### config.mk
export PLATFORM = sky130hd
export DESIGN_NAME = simple_cpu_sequencer
export DESIGN_NICKNAME = d
export VERILOG_FILES = /design/src/rtl/simple_cpu_sequencer.sv
export SDC_FILE = /design/constraint.sdc
export NUM_CORES = 1
export LEC_CHECK = 0
export ABC_AREA = 1
export CORE_ASPECT_RATIO = 0.6
export CORE_MARGIN = 4
export CORE_UTILIZATION = 43
export CTS_BUF_LIST = sky130_fd_sc_hd__clkbuf_8
export DETAILED_ROUTE_END_ITERATION = 6
export GPL_TIMING_DRIVEN = 1
export MAX_ROUTING_LAYER = met4
export PLACE_DENSITY_LB_ADDON = 0.08
export SYNTH_ARGS = -nofsm -noshare
export SYNTH_HDL_FRONTEND = slang
export SYNTH_SLANG_ARGS = --single-unit
export TNS_END_PERCENT = 20
### constraint.sdc
create_clock -name clk -period 1.35 [get_ports clk]
set_input_delay 0.2025 -clock clk [delete_from_list [all_inputs] [get_ports clk]]
set_output_delay 0.2025 -clock clk [all_outputs]
set_load 0.01 [all_outputs]
### src/rtl/simple_cpu_sequencer.sv
// simple_cpu_sequencer
// Multi-cycle FETCH/DECODE/EXEC/WB controller for the SimpleCPU datapath.
// Fetches 16-bit instructions over a req/ready handshake into an instruction
// register feeding the decoder, gates the decoder write-enable into a single
// writeback cycle, advances the PC and counts retired instructions.
//
// Ports:
//   clk, rst_n        - rising-edge clock, asynchronous active-low reset
//   start             - launch from PC 0 (honoured only in IDLE or HALT)
//   imem_req/addr     - fetch request and address (addr == pc)
//   imem_ready/rdata  - fetch response, same-cycle handshake
//   ins               - instruction register to the decoder
//   dec_we            - decoder register-write-enable for ins
//   rf_we             - register-file write strobe (WB only)
//   busy, halted      - status flags
//   pc                - current instruction address, wraps modulo 2^PC_W
//   retired           - saturating retired-instruction count
module simple_cpu_sequencer #(
    parameter int unsigned PC_W = 8
) (
    input  logic            clk,
    input  logic            rst_n,
    input  logic            start,
    output logic            imem_req,
    output logic [PC_W-1:0] imem_addr,
    input  logic            imem_ready,
    input  logic [15:0]     imem_rdata,
    output logic [15:0]     ins,
    input  logic            dec_we,
    output logic            rf_we,
    output logic            busy,
    output logic            halted,
    output logic [PC_W-1:0] pc,
    output logic [15:0]     retired
);

    typedef enum logic [2:0] {
        S_IDLE,
        S_FETCH,
        S_DECODE,
        S_EXEC,
        S_WB,
        S_HALT
    } state_t;

    state_t          r_state;
    state_t          w_next;
    logic [PC_W-1:0] r_pc;
    logic [15:0]     r_ins;
    logic [15:0]     r_retired;
    logic            w_is_halt;

    assign w_is_halt = (r_ins[15:9] == 7'h7F);

    always_ff @(posedge clk or negedge rst_n) begin
        if (!rst_n) begin
            r_state <= S_IDLE;
        end else begin
            r_state <= w_next;
        end
    end

    always_comb begin
        w_next   = r_state;
        imem_req = 1'b0;
        busy     = 1'b0;
        halted   = 1'b0;
        rf_we    = 1'b0;
        case (r_state)
            S_IDLE: begin
                if (start) w_next = S_FETCH;
            end
            S_FETCH: begin
                imem_req = 1'b1;
                busy     = 1'b1;
                if (imem_ready) w_next = S_DECODE;
            end
            S_DECODE: begin
                busy   = 1'b1;
                w_next = w_is_halt ? S_HALT : S_EXEC;
            end
            S_EXEC: begin
                busy   = 1'b1;
                w_next = S_WB;
            end
            S_WB: begin
                busy   = 1'b1;
                // Decoded from state so an async reset drops the strobe at once.
                rf_we  = dec_we;
                w_next = S_FETCH;
            end
            S_HALT: begin
                halted = 1'b1;
                if (start) w_next = S_FETCH;
            end
            default: w_next = S_IDLE;
        endcase
    end

    always_ff @(posedge clk or negedge rst_n) begin
        if (!rst_n) begin
            r_pc      <= '0;
            r_ins     <= '0;
            r_retired <= '0;
        end else begin
            case (r_state)
                S_IDLE, S_HALT: begin
                    if (start) begin
                        r_pc      <= '0;
                        r_retired <= '0;
                    end
                end
                S_FETCH: begin
                    if (imem_ready) r_ins <= imem_rdata;
                end
                S_WB: begin
                    r_pc <= r_pc + PC_W'(1);
                    if (r_retired != '1) r_retired <= r_retired + 16'd1;
                end
                default: ;
            endcase
        end
    end

    assign imem_addr = r_pc;
    assign pc        = r_pc;
    assign ins       = r_ins;
    assign retired   = r_retired;

endmodule

==> results.sh, run 1 <==
export IMPL_post_drt_via_cell_ratio=4.83
export IMPL_synth_compound_area_frac=0.0671
export IMPL_dp_hpwl_um=4490
export IMPL_fin_ws_ns=-0.0986
export IMPL_synth_top_family_by_area="simple AND/OR/NAND/NOR gates"
export IMPL_power_leakage_nw=1.92
export IMPL_finalHoldViolCount=0
export IMPL_layout_common_cells="nand2_1, buf_4, dlygate4sd2_1"
export IMPL_synthAdderAreaFrac=0.0107
export IMPL_r2r_end="r_state[0]"
export IMPL_antenna_found_initial=0
export IMPL_tritoncts="done"
export IMPL_antenna_left=0
export IMPL_route_met2_wl_um=2980
export IMPL_ios=73
export IMPL_maxSlewHeadroom=0.780
export IMPL_synth_mux_area_frac=0.0934
export IMPL_overflow=0
export IMPL_power_density_nw_per_um2=1460
export IMPL_worstPathMaxFanout=4
export IMPL_yosys_warnings=0
export IMPL_crit_arrival_ns=1.25
export IMPL_worstPathRequired_ns=1.15
export IMPL_grt_pass1_wl_um=10300
export IMPL_grt_pass1_vias=2150
export IMPL_die_w_um=103
export IMPL_drive_gt1_frac=0.357
export IMPL_layout_nets=411
export IMPL_synth_seq_cells=43
export IMPL_slowest_stage="dfrtp_2"
export IMPL_rsz0062_at_grt="yes"
export IMPL_ctsHtreeMaxLevel=2
export IMPL_top_layer="met4"
export IMPL_hold_slack_ns=0.326
export IMPL_routedWlPerCell_um=13.9
export IMPL_syn_nets=287
export IMPL_fin_crit_ns=1.45
export IMPL_syn_area_um2=2330
export IMPL_violations="negative setup slack"
export IMPL_die_h_um=65.0
export IMPL_startpoint="r_state[2]"
export IMPL_cts_buffers=5
export IMPL_drt_pre_antenna_iters=4
export IMPL_syn_area_per_cell_um2=8.82
export IMPL_initial_core_util=0.452
export IMPL_wl_met1_um=2940
export IMPL_finalMaxSlewViolations=0
export IMPL_rows=20
export IMPL_port_buffers=72
export IMPL_hold_class="input pin to async pin"
export IMPL_synth_xor_area_frac=0.0301
export IMPL_rrSetupSlack_ns=-0.08
export IMPL_clock_fmax_mhz=690
export IMPL_period_share=1.07
export IMPL_clk_pin_slew_ns=0.09
export IMPL_final_common_cell="nand2_1"
export IMPL_fin_skew_ns=0.00897
export IMPL_worstSetupStartpointType="flop"
export IMPL_fill_cells=414
export IMPL_final_area_um2=3750
export IMPL_coreArea_um2=5150
export IMPL_drc=0
export IMPL_antenna_cells=0
export IMPL_vias=2199
export IMPL_synth_distinct_cells=32
export IMPL_yosysSeqAreaShare=0.462
export IMPL_syn_inst=264
export IMPL_clk_latency_ns=0.30
export IMPL_synth_simple_area_share=0.261
export IMPL_status="finished, violations left"
export IMPL_area_growth_pct=60.9
export IMPL_place_gp_congestion=0.860
export IMPL_grt_max_degree=32
export IMPL_setup_violations=32
export IMPL_worstSetupPathType="flop to output port"
export IMPL_max_cap_violations=0
export IMPL_cp_slowest_stage_delay_ns=0.47
export IMPL_die_area_um2=6700
export IMPL_drt_iter0_drc=106
export IMPL_wl_met3_um=357
export IMPL_cts_root_buf="clkbuf_8"
export IMPL_grt_usage=0.205
export IMPL_cp_end_kind="output port"
export IMPL_drt_total_wl_um=6330
export IMPL_clock_sinks=43
export IMPL_crit_chain="buf_6, nor2_4, nand3b_1, buf_2"
export IMPL_clk_path_buf_depth=2
export IMPL_tightest_slew_ns=0.331
export IMPL_reg2regPathDepth=9
export IMPL_place_area_um2=3330
export IMPL_r2r_start="r_state[0]"
export IMPL_ir_drop_mv=1.20
## where the power goes
part           internal (W)  switching, W  leakage, nW
registers           0.00161      0.000231        0.551
clock network      0.000599      0.000457       0.0612
logic               0.00136       0.00122         1.30
total               0.00357       0.00191         1.92
## worst max-delay path, delay by kind of cell, from the launching register on
kind	cells	cell delay, ns
buffers and inverters	2	0.28
and+or+nand+nor	2	0.21
DFF	1	0.47
## worst max-delay path by stage
stage	end	slack, ns
global placement	rf_we	-0.25
floorplan	retired[1]	-0.12
CTS	busy	-0.16
global route	r_state[0]	-0.23
finish	busy	-0.1
detailed placement	rf_we	-0.34
## flip-flops by register name, indices dropped and copies added (netlist names)
signal,cells
r_state,3
retired,16
imem_addr,8
ins,16
## cells by family after synthesis
kind of cell	after synthesis
multiplexers	16
AND/OR/NAND/NOR	136
XOR/XNOR	8
flip-flops	43
buffers and inverters	33
adder cells (fa/ha/maj)	2
AO/OA/AOI/OAI	26
## routing by layer
layer / vias to the layer above / GRT usage
li1: 1100 / -
met1: 1023 / 0.278
met2: 68 / 0.316
met3: 8 / 0.0452
met4: 0 / 0.0420
met5: - / -
## cells in the mapped netlist, drive strengths merged
master	count	area, µm²
nor3b	1	12.5
nand2	78	313
buf	12	97.6
o211ai	1	7.51
nand3b	2	15.0
nand3	19	100
o22ai	2	12.5
or2	1	6.26
xor2	6	52.6
ha	2	25.0
inv	20	75.1
nor2	29	124
o21ai	20	115
a21oi	1	5.00
dfrtp	43	1080
clkinv	1	3.75
mux2	16	218
a22o	1	8.76
nand4	6	37.5
o21a	1	7.51
xnor2	2	17.5
## per-stage QoR
| step | cells | setup TNS, ns | util | worst slack [ns] | power [W] |
|---|---|---|---|---|---|
| CTS | 449 | -0.658 | 0.695 | -0.158 | 0.00532 |
| global route | 455 | -4.46 | 0.727 | -0.226 | 0.00584 |
| finish | 455 | -1.27 | 0.727 | -0.0986 | 0.00548 |
| floorplan | 264 | -1.48 | - | -0.122 | 0.00307 |
| global placement | 427 | -2.19 | 0.646 | -0.253 | 0.00425 |
| detailed placement | 427 | -3.72 | 0.646 | -0.336 | 0.00433 |
## final cells by class
| cell class | count | area, µm² | area share |
|---|---|---|---|
| well taps | 66 | 82.6 | 0.0220 |
| multi-input cells | 188 | 1250 | 0.334 |
| flip-flops and latches | 43 | 1080 | 0.289 |
| clock inverters | 2 | 35.0 | 0.00935 |
| clock buffers | 6 | 82.6 | 0.0220 |
| inverters | 21 | 85.1 | 0.0227 |
| repair buffers | 129 | 1130 | 0.300 |
## what timing repair did
action | CTS | global route
pin swaps | 9 | 10
setup endpoints to repair | 91 | 51
endpoints found under the hold margin | 12 | 0
hold buffers | 1 | 0
buffers inserted | 13 | 6
resized for setup | 98 | 43
Note: power is estimated with default switching activity, not from simulation.
==> run 2, diff against run 1 <==
Settings changed: CORE_MARGIN 4 to not set, CORE_UTILIZATION 43 to 40, MAX_ROUTING_LAYER met4 to not set.
==> results.sh, run 2 (same netlist as run 1, synthesis figures left out) <==
export IMPL_violations="negative setup slack"
export IMPL_drt_total_wl_um=6780
export IMPL_pwr_share_comb=0.502
export IMPL_final_area_um2=3890
export IMPL_fin_skew_ns=0.00974
export IMPL_status="finished, violations left"
export IMPL_final_seq_area_um2=1080
export IMPL_die_area_um2=6140
export IMPL_power_total_w=0.00557
export IMPL_finalMaxSlewViolations=0
export IMPL_p_seq_frac=0.334
export IMPL_cts_root_buf="clkbuf_8"
export IMPL_tritoncts="done"
export IMPL_hold_class="input pin to async pin"
export IMPL_clk_path_buf_depth=2
export IMPL_clock_sinks=43
export IMPL_fill_cells=454
export IMPL_multi_input_area_um2=1300
export IMPL_power_density_nw_per_um2=1430
export IMPL_maxSlewHeadroom=0.799
export IMPL_final_common_cell="nand2_1"
export IMPL_routedWlPerCell_um=14.1
export IMPL_power_leakage_nw=1.98
export IMPL_vias=2300
export IMPL_overflow=0
export IMPL_layout_common_cells="nand2_1, buf_4, dlygate4sd2_1"
export IMPL_period_share=1.09
export IMPL_grt_pass1_vias=2225
export IMPL_ctsHtreeMaxLevel=2
export IMPL_dp_cells=456
export IMPL_drive_gt1_frac=0.374
export IMPL_rows=21
export IMPL_power_switching_w=0.00202
export IMPL_cp_slowest_stage_delay_ns=0.41
export IMPL_grt_usage=0.236
export IMPL_crit_chain="buf_6, nor2_4, nand2_2, inv_2, nand2_4, buf_12, mux2_4"
export IMPL_p_int_w=0.00355
export IMPL_post_drt_via_cell_ratio=4.78
export IMPL_antenna_found_initial=0
export IMPL_area_growth_pct=67.1
export IMPL_drt_iter0_drc=100
export IMPL_worstSetupPathType="flop to flop"
export IMPL_crit_arrival_ns=1.65
export IMPL_antenna_left=0
export IMPL_crit_family="flip-flops"
export IMPL_finalHoldViolCount=0
export IMPL_setup_violations=43
export IMPL_antenna_cells=0
export IMPL_ir_drop_mv=1.15
export IMPL_fin_ws_ns=-0.122
export IMPL_grt_pass1_wl_um=10800
export IMPL_port_buffers=72
export IMPL_die_h_um=61.1
export IMPL_die_w_um=101
export IMPL_cp_end_kind="flop"
export IMPL_crit_buf_inv=3
export IMPL_worstPathRequired_ns=1.53
export IMPL_place_gp_congestion=0.820
export IMPL_dp_hpwl_um=4650
export IMPL_switching_share=0.363
export IMPL_slowest_stage="dfrtp_1"
export IMPL_place_area_um2=3470
export IMPL_worstSetupStartpointType="flop"
export IMPL_cts_buffers=5
export IMPL_drc=0
export IMPL_rsz0062_at_grt="yes"
export IMPL_fin_crit_ns=1.47
export IMPL_layout_nets=423
export IMPL_ios=73
export IMPL_clk_latency_ns=0.30
export IMPL_clock_fmax_mhz=679
export IMPL_worstPathMaxFanout=10
export IMPL_drt_pre_antenna_iters=4
export IMPL_grt_max_degree=24
export IMPL_clock_power_share=0.165
export IMPL_tightest_slew_ns=0.301
export IMPL_dp_slack_ns=-0.227
export IMPL_final_instance_count_excl_fill=481
export IMPL_coreArea_um2=5600
export IMPL_max_cap_violations=0
export IMPL_initial_core_util=0.416
export IMPL_clk_pin_slew_ns=0.09
run 2: cell types whose count changed in the layout (fill, tap and decap cells not counted), sizes merged:
cell | before | now
buf | 61 | 71
bufinv | 1 | 0
clkdlybuf4s15 | 5 | 6
clkinv | 2 | 1
inv | 20 | 21
nand2 | 78 | 80
run 2: repair_timing:
action,4_1_cts,5_1_grt
hold endpoints to repair,43,0
endpoints found under the setup margin,87,52
resized for setup,123,22
pin swaps,14,7
cloned,2,0
hold buffers,1,0
setup buffers,14,0
run 2: power groups by stage:
stage	Combinational [W]	Sequential [W]	Clock, W
final	0.00279	0.00186	0.000918
after global routing	0.00297	0.00191	0.000994
after CTS	0.00267	0.00185	0.000925
after detailed placement	0.00251	0.00189	0
after global placement	0.00248	0.00187	0
after floorplan	0.00107	0.00199	0
run 2: worst register-to-register path, delay by kind of cell, from the launching register on:
family | cells | cell delay, ns
AND/OR/NAND/NOR | 3 | 0.26
flip-flops | 1 | 0.41
buffers and inverters | 3 | 0.38
multiplexers | 1 | 0.30
run 2: per-layer routing:
layer	global-route usage	vias to the layer above	part of all wire
li1	-	1134	-
met2	0.380	72	0.45
met5	0	-	0
met4	0.0642	0	0.013
met3	0.0511	14	0.052
met1	0.330	1080	0.49
run 2: cell type report:
class,count,area share
clock inverter,1,0.000964
multi-input combinational,190,0.334
inverter,21,0.0228
timing repair buffer,139,0.314
tap,80,0.0257
clock buffer,7,0.0248
sequential,43,0.277
run 2: worst paths after layout:
kind,startpoint,to,slack [ns],depth (start not counted)
min,rst_n,retired[8],0.41,3
min in group clk,ins[2],ins[2],0.50,1
min reg2reg,ins[2],ins[2],0.50,1
max reg2reg,r_state[2],ins[8],-0.12,7
max,r_state[2],ins[8],-0.12,7
max in group asynchronous,rst_n,retired[12],0.69,3
run 2: through the flow:
| stage | setup TNS, ns | utilization | hold WS (ns) |
|---|---|---|---|
| after global placement | -2.69 | 0.621 | 0.208 |
| after detailed placement | -3.50 | 0.621 | 0.204 |
| final | -3.02 | 0.696 | 0.413 |
| after floorplan | -1.48 | - | -0.0931 |
| after global routing | -5.29 | 0.696 | 0.468 |
| after CTS | -2.01 | 0.684 | 0.424 |
==> run 3, diff against run 2 <==
==> constraint.sdc (replaced) <==
create_clock -name clk -period 1.35 [get_ports clk]
set_input_delay 0.27 -clock clk [delete_from_list [all_inputs] [get_ports clk]]
set_output_delay 0.27 -clock clk [all_outputs]
set_load 0.01 [all_outputs]
==> results.sh, run 3 (same netlist as run 1, synthesis figures left out) <==
export IMPL_setup_violations=42
export IMPL_port_buffers=72
export IMPL_worstPathRequired_ns=1.08
export IMPL_maxSlewHeadroom=0.810
export IMPL_slowest_stage="dfrtp_1"
export IMPL_switching_share=0.357
export IMPL_status="finished, violations left"
export IMPL_finalHoldViolCount=0
export IMPL_tightest_slew_ns=0.284
export IMPL_layout_common_cells="nand2_1, buf_4, dlygate4sd2_1"
export IMPL_pwr_share_comb=0.484
export IMPL_layout_nets=419
export IMPL_crit_buf_inv=3
export IMPL_rows=21
export IMPL_period_share=1.13
export IMPL_utilization=0.665
export IMPL_fin_crit_ns=1.52
export IMPL_fin_skew_ns=0.00471
export IMPL_ios=73
export IMPL_dp_cells=450
export IMPL_die_h_um=61.1
export IMPL_power_total_w=0.00535
export IMPL_clk_pin_slew_ns=0.09
export IMPL_cp_slowest_stage_delay_ns=0.41
export IMPL_routedWlPerCell_um=13.7
export IMPL_grt_usage=0.218
export IMPL_clock_sinks=43
export IMPL_worstPathMaxFanout=3
export IMPL_clock_power_share=0.173
export IMPL_post_drt_via_cell_ratio=4.75
export IMPL_tritoncts="done"
export IMPL_drive_gt1_frac=0.350
export IMPL_vias=2266
export IMPL_antenna_left=0
export IMPL_crit_arrival_ns=1.25
export IMPL_dp_hpwl_um=4440
export IMPL_antenna_found_initial=0
export IMPL_violations="negative setup slack"
export IMPL_cp_common_cell="buf_6"
export IMPL_ir_drop_mv=0.941
export IMPL_place_gp_congestion=0.828
export IMPL_clock_fmax_mhz=658
export IMPL_overflow=0
export IMPL_clk_latency_ns=0.30
export IMPL_antenna_cells=0
export IMPL_die_w_um=101
export IMPL_p_seq_frac=0.343
export IMPL_dp_slack_ns=-0.310
export IMPL_ctsHtreeMaxLevel=2
export IMPL_grt_pass1_wl_um=10000
export IMPL_cts_root_buf="clkbuf_8"
export IMPL_worstSetupPathType="flop to output port"
export IMPL_worstSetupStartpointType="flop"
export IMPL_power_leakage_nw=1.92
export IMPL_fin_ws_ns=-0.169
export IMPL_cts_buffers=5
export IMPL_grt_max_degree=44
export IMPL_rsz0062_at_grt="yes"
export IMPL_finalMaxSlewViolations=0
export IMPL_crit_family="flip-flops"
export IMPL_worstSetupPathDepth=5
export IMPL_hold_slack_ns=0.468
export IMPL_area_growth_pct=59.7
export IMPL_die_area_um2=6140
export IMPL_drc=0
export IMPL_max_cap_violations=0
export IMPL_drt_iter0_drc=117
export IMPL_crit_chain="buf_6, nor2_4, nand2_2, inv_2, buf_6"
export IMPL_power_switching_w=0.00191
export IMPL_coreArea_um2=5600
export IMPL_cp_end_kind="output port"
export IMPL_hold_class="input pin to async pin"
export IMPL_clk_path_buf_depth=2
export IMPL_final_common_cell="nand2_1"
export IMPL_reg2regPathDepth=10
export IMPL_grt_pass1_vias=2030
export IMPL_final_instance_count_excl_fill=477
export IMPL_drt_pre_antenna_iters=4
export IMPL_p_int_w=0.00344
export IMPL_drt_total_wl_um=6530
export IMPL_initial_core_util=0.416
export IMPL_power_density_nw_per_um2=1440
[run 3: cell types whose count changed in the layout (fill, tap and decap cells not counted), moves of 3 or more]
cell / delta
nand2_1: +8
buf_6: -7
buf_4: +5
clkdlybuf4s15_1: -5
nand2_2: -4
o21ai_0: +3
[run 3: through the flow]
step	instance area (µm²)	TNS, ns
2_1_floorplan	2340	-1.51
3_3_place_gp	3420	-4.61
3_5_place_dp	3420	-5.21
4_1_cts	3620	-3.61
5_1_grt	3720	-6.78
6_report	3720	-3.74
[run 3: routing by layer]
layer / share of wire / track usage
met4: 0.011 / 0.0600
met3: 0.045 / 0.0465
met1: 0.52 / 0.317
met2: 0.43 / 0.333
met5: 0 / 0
[run 3: timing repair]
item	in CTS	in global routing
setup endpoints to repair	94	51
cloned	0	2
gates resized for setup	97	24
hold buffers	1	0
hold endpoints to repair	43	0
pin swaps	6	6
buffers inserted	14	2
[run 3: tightest hold or removal path, delay by kind of cell]
| family | cells | cell delay, ns |
|---|---|---|
| buffers and inverters | 3 | 0.88 |
[run 3: power by group through the flow]
stage / clock network (W) / registers, W / logic [W]
final: 0.000925 / 0.00183 / 0.00259
after global placement: 0 / 0.00187 / 0.00240
after CTS: 0.000949 / 0.00183 / 0.00244
after detailed placement: 0 / 0.00188 / 0.00243
after global routing: 0.000975 / 0.00188 / 0.00279
after floorplan: 0 / 0.00199 / 0.00107
[run 3: cell type report]
type	instances	area (µm²)
Clock buffer	7	96.3
Clock inverter	1	3.75
Fill cell	487	1880
Inverter	21	81.3
Multi-Input combinational cell	190	1230
Sequential cell	43	1080
Tap cell	80	100
Timing Repair Buffer	135	1130
[run 3: worst paths after layout]
check	start	to	slack [ns]
min in group clk	ins[2]	ins[2]	0.51
min reg2reg	ins[2]	ins[2]	0.51
max	r_state[2]	imem_req	-0.17
max reg2reg	r_state[0]	retired[6]	-0.16
max in group asynchronous	rst_n	imem_addr[0]	0.66
min	rst_n	ins[7]	0.47
